### src/rtl/mem_bus_arbiter.sv
// ============================================================================
// Module  : mem_bus_arbiter
// Brief   : Two-master round-robin arbiter with lockable bursts onto one memory port.
// Revision: 1.0
// ============================================================================
`default_nettype none

module mem_bus_arbiter #(
  parameter int MAX_BURST = 4
) (
  input  logic        clk,
  input  logic        rst,
  input  logic        req0,
  input  logic        req1,
  input  logic        lock0,
  input  logic        lock1,
  input  logic [31:0] addr0,
  input  logic [31:0] addr1,
  input  logic        wr_ena0,
  input  logic        wr_ena1,
  input  logic [31:0] wr_data0,
  input  logic [31:0] wr_data1,
  output logic        ack0,
  output logic        ack1,
  output logic [31:0] rd_data0,
  output logic [31:0] rd_data1,
  output logic [1:0]  gnt,
  output logic [31:0] mem_addr,
  output logic        mem_wr_ena,
  output logic [31:0] mem_wr_data,
  input  logic [31:0] mem_rd_data
);

  localparam logic [3:0] c_MAX_BURST = 4'(MAX_BURST);

  typedef enum logic [1:0] {
    IDLE   = 2'd0,
    ACCESS = 2'd1,
    RESP   = 2'd2
  } state_t;

  state_t     r_state;
  logic [1:0] r_gnt;
  logic       r_last;
  logic [3:0] r_count;

  logic w_any;
  logic w_win;
  logic w_cur_req;
  logic w_cur_lock;
  logic w_cont;
  logic w_access;
  logic w_resp;

  // w_win = 1 selects master 1; on a tie the master not granted last wins.
  assign w_any      = req0 | req1;
  assign w_win      = (req0 & req1) ? ~r_last : req1;
  assign w_cur_req  = r_gnt[1] ? req1  : req0;
  assign w_cur_lock = r_gnt[1] ? lock1 : lock0;
  assign w_cont     = w_cur_req & w_cur_lock & (r_count < c_MAX_BURST);

  always_ff @(posedge clk or negedge rst) begin
    if (!rst) begin
      r_state <= IDLE;
      r_gnt   <= 2'b00;
      r_last  <= 1'b1;
      r_count <= 4'd0;
    end else begin
      case (r_state)
        IDLE: begin
          if (w_any) begin
            r_state <= ACCESS;
            r_gnt   <= w_win ? 2'b10 : 2'b01;
            r_last  <= w_win;
            r_count <= 4'd1;
          end else begin
            r_gnt   <= 2'b00;
            r_count <= 4'd0;
          end
        end
        ACCESS: r_state <= RESP;
        RESP: begin
          if (w_cont) begin
            r_state <= ACCESS;
            r_count <= r_count + 4'd1;
          end else if (w_any) begin
            r_state <= ACCESS;
            r_gnt   <= w_win ? 2'b10 : 2'b01;
            r_last  <= w_win;
            r_count <= 4'd1;
          end else begin
            r_state <= IDLE;
            r_gnt   <= 2'b00;
            r_count <= 4'd0;
          end
        end
        default: begin
          r_state <= IDLE;
          r_gnt   <= 2'b00;
          r_count <= 4'd0;
        end
      endcase
    end
  end

  assign w_access = (r_state == ACCESS);
  assign w_resp   = (r_state == RESP);

  // Memory port is driven only during ACCESS so the write strobe is a single cycle.
  assign gnt         = r_gnt;
  assign mem_addr    = w_access ? (r_gnt[1] ? addr1    : addr0)    : 32'd0;
  assign mem_wr_data = w_access ? (r_gnt[1] ? wr_data1 : wr_data0) : 32'd0;
  assign mem_wr_ena  = w_access & (r_gnt[1] ? wr_ena1 : wr_ena0);

  assign ack0     = w_resp & r_gnt[0];
  assign ack1     = w_resp & r_gnt[1];
  assign rd_data0 = ack0 ? mem_rd_data : 32'd0;
  assign rd_data1 = ack1 ? mem_rd_data : 32'd0;

endmodule

`default_nettype wire

### config.mk
export PLATFORM = sky130hd
export DESIGN_NAME = mem_bus_arbiter
export DESIGN_NICKNAME = d
export VERILOG_FILES = /design/src/rtl/mem_bus_arbiter.sv
export SDC_FILE = /design/constraint.sdc
export NUM_CORES = 1
export LEC_CHECK = 0
export BUFFER_PORTS_ARGS = -buffer_cell sky130_fd_sc_hd__buf_2
export CORE_AREA = 2 2 118 120
export DETAILED_ROUTE_END_ITERATION = 8
export DIE_AREA = 0 0 120 122
export PLACE_DENSITY = 0.48
export SKIP_LAST_GASP = 1
export SYNTH_ARGS = -nofsm -noshare
export SYNTH_HDL_FRONTEND = slang
export SYNTH_SLANG_ARGS = --single-unit
### constraint.sdc
create_clock -name clk -period 1.45 [get_ports clk]
set_input_delay 0.29 -clock clk [delete_from_list [all_inputs] [get_ports clk]]
set_output_delay 0.29 -clock clk [all_outputs]
set_load 0.02 [all_outputs]
==> results of run 1 <==
## logic make-up (layout without fill, tap and decap cells)
| group | after synthesis | after routing | synth area share [%] |
|---|---|---|---|
| compound gates | 14 | 14 | 5.280 |
| flops | 9 | 9 | 12.10 |
| buf+inv | 31 | 341 | 7.754 |
| fa+ha+maj | 1 | 1 | 0.6683 |
| mux | 66 | 66 | 35.29 |
| simple gates | 142 | 142 | 38.90 |
## worst reg2reg max path, delay by kind of cell, from the launching register on
family	cells	cell delay, ns
and+or+nand+nor	1	0.24
AOI/OAI and AO/OA	2	0.36
muxes	1	0.22
DFF	1	0.50
buffers and inverters	1	0.15
## repair_timing
| item | in CTS | in global routing |
|---|---|---|
| resized for setup | 30 | 143 |
| buffers inserted | 5 | 4 |
| setup endpoints to repair | 134 | 136 |
| endpoints found under the hold margin | 8 | 0 |
| cloned | 2 | 6 |
| pin swaps | 1 | 25 |
| hold buffers | 1 | 0 |
## how the worst max path moves through the flow
stage                      start               to  slack (ns)  cells past startpoint
after floorplan           gnt[1]     rd_data1[10]       -0.05                      4
after global placement    gnt[1]           gnt[0]       -0.12                      5
after CTS                 gnt[1]       mem_wr_ena       -0.35                      5
final                     gnt[1]  mem_wr_data[11]       -0.34                      5
after detailed placement  gnt[1]  mem_wr_data[30]       -0.12                      4
after global routing      gnt[1]  mem_wr_data[11]       -0.39                      5
## stage by stage
step	hold slack, ns	setup TNS, ns	power, mW	instance area, µm²
after floorplan	-0.005591	-1.292	1.958	2054
after global placement	0.1515	-2.628	2.805	3840
after detailed placement	0.1535	-4.114	2.841	3840
after CTS	0.3276	-37.42	3.636	4125
after global routing	0.3803	-43.40	4.423	4783
final	0.3473	-37.15	4.177	4783
## cells in the mapped netlist, drive strengths merged (2+ instances only)
master	n
and2	3
nor2	67
inv	3
a21oi	7
buf	15
a32o	2
mux2i	66
nand2b	3
and3	64
dfrtp	8
clkbuf	13
o21ai	2
## report_power, final
group	switching, mW	internal [mW]
combinational	1.70	1.62
sequential	0.0470	0.306
clock	0.127	0.368
## metal layers
metal  up-vias  global-route usage, %  share of wire [%]
met5         -                      0                  0
met4         0                  2.279               0.64
met3         6                  2.481                8.4
met2       187                  22.76                 55
met1      1449                  12.39                 36
li1       1548                      -                  -
## flip-flops by register name, summed over array words and instances, names as in the netlist
name	flops
r_state	2
r_count	4
r_last	1
gnt	2
## final cells by class
cell class	instances	area (µm²)	share of cell area (%)
multi-input combinational	223	1983	41.46
clock buffer	4	78.83	1.648
sequential	9	231.5	4.839
tap	180	225.2	4.708
timing repair buffer	334	2253	47.11
inverter	3	11.26	0.2354
==> metrics, run 1 <==
Vias=3,190; Final Critical Period=1.789 ns; Synthesized Nets=432; Crit Reg-Reg Endpoint=gnt[0]; type of destination of the critical path=primary output; clk_lat worst skew=0.24 ns; Tightest Pin Transition=0.3052 ns; clock net sink count=9; Setup Crit Path Kind=register to primary output; Max-Cap Viols=0; leading register cell type out of synthesis=dfrtp_1; most used cells in the layout excluding fill and tap cells=buf_2, nor2_2, buf_4; number of placement rows=43; max incr delay on CP=0.50 ns; Cell Pwr Density=873.2 mW/mm²; number of global-route vias before repair=2,814; Remaining Overflow, GRT=0; cell with the largest stage delay on the worst path=dfrtp_4; status=finished with violations; number of enable-type register cells in the synthesized netlist=0; Unique masters post-synth=26; maximum fanout count along the critical path=9; Yosys top cell area share=35.29%; Crit path required time=1.16 ns; relative max-transition margin=79.65%; Tcrit/Tclk final=123.4%; share of the yosys chip area belonging to registers=12.10%; worst hold-check path type=input pin to register; area added between synthesis and finish=155.5%; DRC marker count from the first detailed-route iteration=42; final-report hold violation count=0; Worst Min Path Start=req1; DP Wirelength=7505 µm; chip height=122 µm; kind of start point of the critical path=register; wire length of the first global-routing pass=13,680 µm; cell depth of the worst flop-to-flop path=5; sum of buffers and inverters on the critical path=3; data arrival time of the worst path=1.50 ns; post-route non-filler standard cell count=753; flop-to-flop setup slack=-0.13 ns; H-Tree Depth=1; via count normalized by instance count=4.236; total of flip-flops plus latches after synthesis=9; Overall Global Routing Usage=11.48%; routability cong.=0.8544; clock transition at the registers of the reported paths=0.04 ns; cell area after technology mapping=0.001872 mm²; post-synthesis cell type with the largest combined area=mux2i_1; floorplan die area=0.01464 mm²; post-detailed-route count of antenna-violating nets=0; number of max-slew violations in the final report=0; wire length per cell after detailed routing=14.54 µm; antenna violations before repair=1; count of TritonRoute iterations in the first routing pass=4; kind of cell adding the most delay to the critical path=flip-flops; Final Skew=0.003092 ns; initial core utilization=13.86%; number of remaining DRC errors=0; final setup fails=136; number of stages on the worst hold path=3; count of antenna diodes in the layout=0; Area contributors post-synth=mux2i_1, and3_1, nor2_1; proportion of synthesized flip-flops having asynchronous set or reset=100.0%; Pleak=2.640 nW; count of warnings emitted by yosys=0; CTS Buffer Depth=2; Setup WS post-layout=-0.3395 ns; most frequent standard cell in the layout excluding fill and tap cells=buf_2; Reg-to-Reg Start=gnt[1]; number of input and output port buffers inserted=300; pin count of the biggest net entering global routing=69; RSZ-0062 raised after global routing=true; syn avg cell area=7.117 µm²; post-layout utilization of the core=35.42%; cell count after synthesis=263; list of cells traversed by the critical path=buf_12, buf_16, mux2i_4, nor2_2, buf_6; Peak Freq=558.8 MHz; die width=120 µm; core region area=0.01350 mm²; clock root buffer master=clkbuf_16; Inst Count DP=731; Post-Place Setup Slack=-0.1176 ns; net total in the final layout=743; Peak VDD IR=442.8 µV; hold-critical path endpoint=r_last; ratio of cells with drive above 1 in the final layout=82.90%; clock tree from TritonCTS=yes; violations in the final reports=negative setup slack; number of primary I/O pins=301; # fillers=1,358; total CTS buffers=3; wire length reported by the detailed router=10,950 µm
Power figures use the tool's default switching activity.
==> run 2: changes to the inputs <==
CELL_PAD_IN_SITES_DETAIL_PLACEMENT = 1   (was unset)
CELL_PAD_IN_SITES_GLOBAL_PLACEMENT = 1   (was unset)
PLACE_DENSITY = 0.74   (was 0.48)
==> metrics, run 2 (synthesis results as in run 1) <==
area added between synthesis and finish=193.6% (was 155.5%); clock tree from TritonCTS=yes (unchanged); wire length of the first global-routing pass=18,140 µm (was 13,680 µm); Inst Count DP=733 (was 731); clock net sink count=9 (unchanged); number of flip-flops in the largest register=4 (unchanged); relative max-transition margin=81.95% (was 79.65%); post-detailed-route count of antenna-violating nets=0 (unchanged); number of remaining DRC errors=0 (unchanged); antenna violations before repair=1 (unchanged); list of cells traversed by the critical path=buf_4, buf_16, mux2i_1, nor2_2, buf_2 (was buf_12, buf_16, mux2i_4, nor2_2, buf_6); data arrival time of the worst path=1.50 ns (about the same); clk_lat worst skew=0.24 ns (about the same); worst hold-check path type=input pin to register (unchanged); chip height=122 µm (unchanged); aggregate negative setup slack=-37.08 ns (was -37.15 ns); Peak Freq=558.1 MHz (was 558.8 MHz); # fillers=1,590 (was 1,358); net total in the final layout=763 (was 743); number of max-slew violations in the final report=0 (unchanged); Vias=3,368 (was 3,190); max incr delay on CP=0.51 ns (was 0.50 ns); RSZ-0062 raised after global routing=true (unchanged); DP Wirelength=9012 µm (was 7505 µm); status=finished with violations (unchanged); Cell Pwr Density=841.1 mW/mm² (was 873.2 mW/mm²); number of global-route vias before repair=3,324 (was 2,814); kind of start point of the critical path=register (unchanged); most used cells in the layout excluding fill and tap cells=buf_2, buf_6, and3_4 (was buf_2, nor2_2, buf_4); pin count of the biggest net entering global routing=38 (was 69); post-layout utilization of the core=40.70% (was 35.42%); DRC marker count from the first detailed-route iteration=67 (was 42); count of antenna diodes in the layout=0 (unchanged); Overall Global Routing Usage=15.76% (was 11.48%); via count normalized by instance count=4.357 (was 4.236); floorplan die area=0.01464 mm² (unchanged); final setup fails=137 (was 136); Final Skew=0.001100 ns (was 0.003092 ns); cell with the largest stage delay on the worst path=dfrtp_4 (unchanged); die width=120 µm (unchanged); Tcrit/Tclk final=123.6% (was 123.4%); number of primary I/O pins=301 (unchanged); Setup WS post-layout=-0.3419 ns (was -0.3395 ns); register area=231.5 µm² (unchanged); post-route non-filler standard cell count=773 (was 753); maximum fanout count along the critical path=11 (was 9); Crit path required time=1.16 ns (about the same); core region area=0.01350 mm² (unchanged); wire length per cell after detailed routing=18.74 µm (was 14.54 µm); H-Tree Depth=1 (unchanged); number of placement rows=43 (unchanged); final-report hold violation count=0 (unchanged); type of destination of the critical path=primary output (unchanged); number of input and output port buffers inserted=300 (unchanged); Tightest Pin Transition=0.2632 ns (was 0.3052 ns); area occupied by multi-input gates=0.002106 mm² (was 0.001983 mm²); count of TritonRoute iterations in the first routing pass=4 (unchanged); clock root buffer master=clkbuf_16 (unchanged); Remaining Overflow, GRT=0 (unchanged); violations in the final reports=negative setup slack (unchanged); Setup Crit Path Kind=register to primary output (unchanged); Final Critical Period=1.792 ns (was 1.789 ns); most frequent standard cell in the layout excluding fill and tap cells=buf_2 (unchanged); ratio of cells with drive above 1 in the final layout=86.00% (was 82.90%); initial core utilization=13.86% (unchanged); clock transition at the registers of the reported paths=0.04 ns (about the same); register with the highest flop count=r_count (unchanged); wire length reported by the detailed router=14,480 µm (was 10,950 µm); total CTS buffers=3 (unchanged); Pleak=2.798 nW (was 2.640 nW); Peak VDD IR=424.4 µV (was 442.8 µV); routability cong.=0.8312 (was 0.8544); Max-Cap Viols=0 (unchanged); CTS Buffer Depth=2 (unchanged)
-- run 2: cell count changes in the layout (fill, tap and decap cells not counted), moves of 3 or more --
cell       before  now
mux2i_4         8    4
buf_6          31   71
buf_2         233  205
clkbuf_16       6   10
buf_16          3    6
mux2i_2        22   15
and3_1         24    0
mux2i_1        36   47
and3_4         17   60
buf_8           3    0
buf_12          6   11
and3_2         23    4
buf_4          54   50
-- run 2: what timing repair did --
item / CTS / global route
endpoints found under the setup margin: 132 / 138
cloned: 8 / 7
pin swaps: 3 / 60
gates resized for setup: 69 / 203
buffers inserted: 10 / 12
endpoints found under the hold margin: 8 / 0
hold buffers: 1 / 0
-- run 2: final cells by class --
cell class                 count  share of cell area (%)
tap                          180                   4.097
sequential                     9                   4.211
multi-input combinational    223                   38.31
timing repair buffer         354                   51.74
clock buffer                   4                   1.434
inverter                       3                  0.2049
-- run 2: power breakdown --
group          switching, mW  internal (mW)  total [mW]
Combinational           1.83           1.93        3.76
Clock                  0.130          0.368       0.498
Sequential            0.0543          0.307       0.361
-- run 2: metrics by stage --
stage                     power (mW)  worst slack [ns]  cell area [µm²]  hold slack, ns
final                          4.623           -0.3419             5497          0.3492
after global routing           4.874           -0.4205             5497          0.3666
after CTS                      3.914           -0.3467             4488          0.3203
after detailed placement       2.931          -0.08046             3885          0.1608
after global placement         2.911          -0.06196             3885          0.1562
after floorplan                1.958          -0.05291             2054       -0.005591
-- run 2: critical path, delay by kind of cell (launching register included) --
kind                   cells  cell delay [ns]
and+or+nand+nor            1             0.10
muxes                      1             0.14
DFF                        1             0.51
buffers and inverters      3             0.50
-- run 2: layer usage --
metal / part of all wire, % / global-route usage (%) / vias to the layer above
met2: 54 / 31.29 / 201
met4: 3.2 / 3.456 / 2
li1: - / - / 1591
met3: 6.9 / 3.652 / 32
met5: 0.090 / 0 / -
met1: 36 / 16.73 / 1542
-- run 2: final timing paths --
| kind | slack (ns) | cells past startpoint | to | start |
|---|---|---|---|---|
| max | -0.34 | 5 | mem_wr_data[0] | gnt[1] |
| min | 0.35 | 3 | r_last | req1 |
| max reg2reg | -0.12 | 5 | gnt[0] | gnt[1] |
| min reg2reg | 0.49 | 1 | r_count[0] | r_count[0] |
| max in group asynchronous | 0.75 | 2 | r_last | rst |
| min in group asynchronous | 0.44 | 2 | r_count[1] | rst |
==> run 3: changes to the inputs <==
SKIP_CTS_REPAIR_TIMING = 1   (was unset)
==> metrics, run 3 (synthesis results as in run 1) <==
floorplan die area=0.01464 mm² (unchanged); Remaining Overflow, GRT=0 (unchanged); H-Tree Depth=1 (unchanged); RSZ-0062 raised after global routing=true (unchanged); maximum fanout count along the critical path=6 (was 11); clock net sink count=9 (unchanged); total chip power=4.508 mW (was 4.623 mW); number of global-route vias before repair=2,993 (was 3,324); Tightest Pin Transition=0.2661 ns (was 0.2632 ns); Crit path required time=1.16 ns (about the same); most frequent standard cell in the layout excluding fill and tap cells=buf_2 (unchanged); die width=120 µm (unchanged); pin count of the biggest net entering global routing=69 (was 38); Reg-to-Reg Start=gnt[1] (unchanged); most used cells in the layout excluding fill and tap cells=buf_2, nor2_2, buf_4 (was buf_2, buf_6, and3_4); clock root buffer master=clkbuf_16 (unchanged); register with the highest flop count=r_count (unchanged); count of TritonRoute iterations in the first routing pass=4 (unchanged); clock tree from TritonCTS=yes (unchanged); ratio of cells with drive above 1 in the final layout=83.73% (was 86.00%); routability cong.=0.8312 (unchanged); violations in the final reports=negative setup slack (unchanged); flop-to-flop setup slack=-0.17 ns (was -0.12 ns); type of destination of the critical path=primary output (unchanged); number of remaining DRC errors=0 (unchanged); cell depth of the worst flop-to-flop path=5 (unchanged); net total in the final layout=760 (was 763); status=finished with violations (unchanged); sum of buffers and inverters on the critical path=3 (unchanged); count of antenna diodes in the layout=0 (unchanged); wire length of the first global-routing pass=15,640 µm (was 18,140 µm); total CTS buffers=3 (unchanged); antenna violations before repair=1 (unchanged); cell with the largest stage delay on the worst path=dfrtp_4 (unchanged); data arrival time of the worst path=1.52 ns (was 1.50 ns); number of input and output port buffers inserted=300 (unchanged); max incr delay on CP=0.54 ns (was 0.51 ns); final setup fails=137 (unchanged); number of placement rows=43 (unchanged); CTS Buffer Depth=2 (unchanged); wire length per cell after detailed routing=17.46 µm (was 18.74 µm); final-report hold violation count=0 (unchanged); Setup Crit Path Kind=register to primary output (unchanged); Overall Global Routing Usage=13.29% (was 15.76%); DRC marker count from the first detailed-route iteration=88 (was 67); via count normalized by instance count=4.321 (was 4.357); end point of the critical path=mem_wr_data[0] (unchanged); Post-Place Setup Slack=-0.08046 ns (unchanged); clock transition at the registers of the reported paths=0.04 ns (about the same); Setup WS post-layout=-0.3588 ns (was -0.3419 ns); number of flip-flops in the largest register=4 (unchanged); number of max-slew violations in the final report=0 (unchanged); Pleak=2.782 nW (was 2.798 nW); Final Critical Period=1.809 ns (was 1.792 ns); Cell Pwr Density=902.3 mW/mm² (was 841.1 mW/mm²); depth of the critical timing path with buffers and inverters included=5 (unchanged); Peak VDD IR=379.4 µV (was 424.4 µV); number of primary I/O pins=301 (unchanged); area added between synthesis and finish=166.9% (was 193.6%); DP Wirelength=9012 µm (unchanged); Tcrit/Tclk final=124.7% (was 123.6%); Vias=3,327 (was 3,368); first element of the critical path=gnt[1] (unchanged); wire length reported by the detailed router=13,450 µm (was 14,480 µm); post-detailed-route count of antenna-violating nets=0 (unchanged); Crit Reg-Reg Endpoint=gnt[0] (unchanged); clk_lat worst skew=0.24 ns (about the same); kind of cell adding the most delay to the critical path=flip-flops (unchanged); Max-Cap Viols=0 (unchanged); initial core utilization=13.86% (unchanged); # fillers=1,658 (was 1,590); Final Skew=0.002641 ns (was 0.001100 ns); kind of start point of the critical path=register (unchanged); chip height=122 µm (unchanged); core region area=0.01350 mm² (unchanged); list of cells traversed by the critical path=buf_8, buf_6, mux2i_1, nor2_2, buf_2 (was buf_4, buf_16, mux2i_1, nor2_2, buf_2); worst hold-check path type=input pin to register (unchanged); Min Hold Slack=0.3450 ns (was 0.3492 ns); relative max-transition margin=82.07% (was 81.95%); Peak Freq=552.9 MHz (was 558.1 MHz)
[run 3: worst min path at each step]
stage          start         end  slack, ns  cells past startpoint
2_1_floorplan    rst      gnt[0]     -0.006                      0
3_3_place_gp     rst  r_count[1]       0.16                      1
3_5_place_dp     rst  r_count[1]       0.16                      1
4_1_cts          rst  r_count[0]      -0.09                      1
5_1_grt         req1      r_last       0.37                      3
6_report        req1      r_last       0.35                      3
[run 3: report_power, final]
| part | total (mW) | leakage [nW] | switching, mW | internal [mW] |
|---|---|---|---|---|
| Combinational | 3.64 | 2.63 | 1.78 | 1.85 |
| Clock | 0.501 | 0.0382 | 0.132 | 0.369 |
| Sequential | 0.371 | 0.111 | 0.0646 | 0.307 |
[run 3: layout make-up]
| class | count | area [µm²] | share of cell area, % |
|---|---|---|---|
| well taps | 180 | 225.2 | 4.508 |
| clock buffers | 4 | 78.83 | 1.578 |
| multi-input cells | 223 | 1922 | 38.47 |
| inverters | 3 | 11.26 | 0.2254 |
| repair buffers | 351 | 2527 | 50.59 |
| flip-flops and latches | 9 | 231.5 | 4.633 |
[run 3: per-layer routing]
metal	vias up	GRT usage (%)	routed length [µm]
met5	-	0	13
met4	2	2.721	265
met3	18	3.745	1057
met2	186	25.39	7224
met1	1535	14.56	4883
li1	1586	-	-
[run 3: worst reg2reg max path, delay by kind of cell, from the launching register on]
family,cells,cell delay (ns)
DFF,1,0.54
AOI/OAI and AO/OA,2,0.37
muxes,1,0.22
and+or+nand+nor,1,0.20
buffers and inverters,1,0.17
[run 3: through the flow]
step                instance area (µm²)  util (%)  TNS [ns]  cells
floorplan                          2054         -    -1.292    263
global placement                   3885     28.77    -1.839    733
detailed placement                 3885     28.77    -2.713    733
CTS                                3964     29.35    -36.72    737
global route                       4996     37.00    -45.41    770
finish                             4996     37.00    -37.84    770
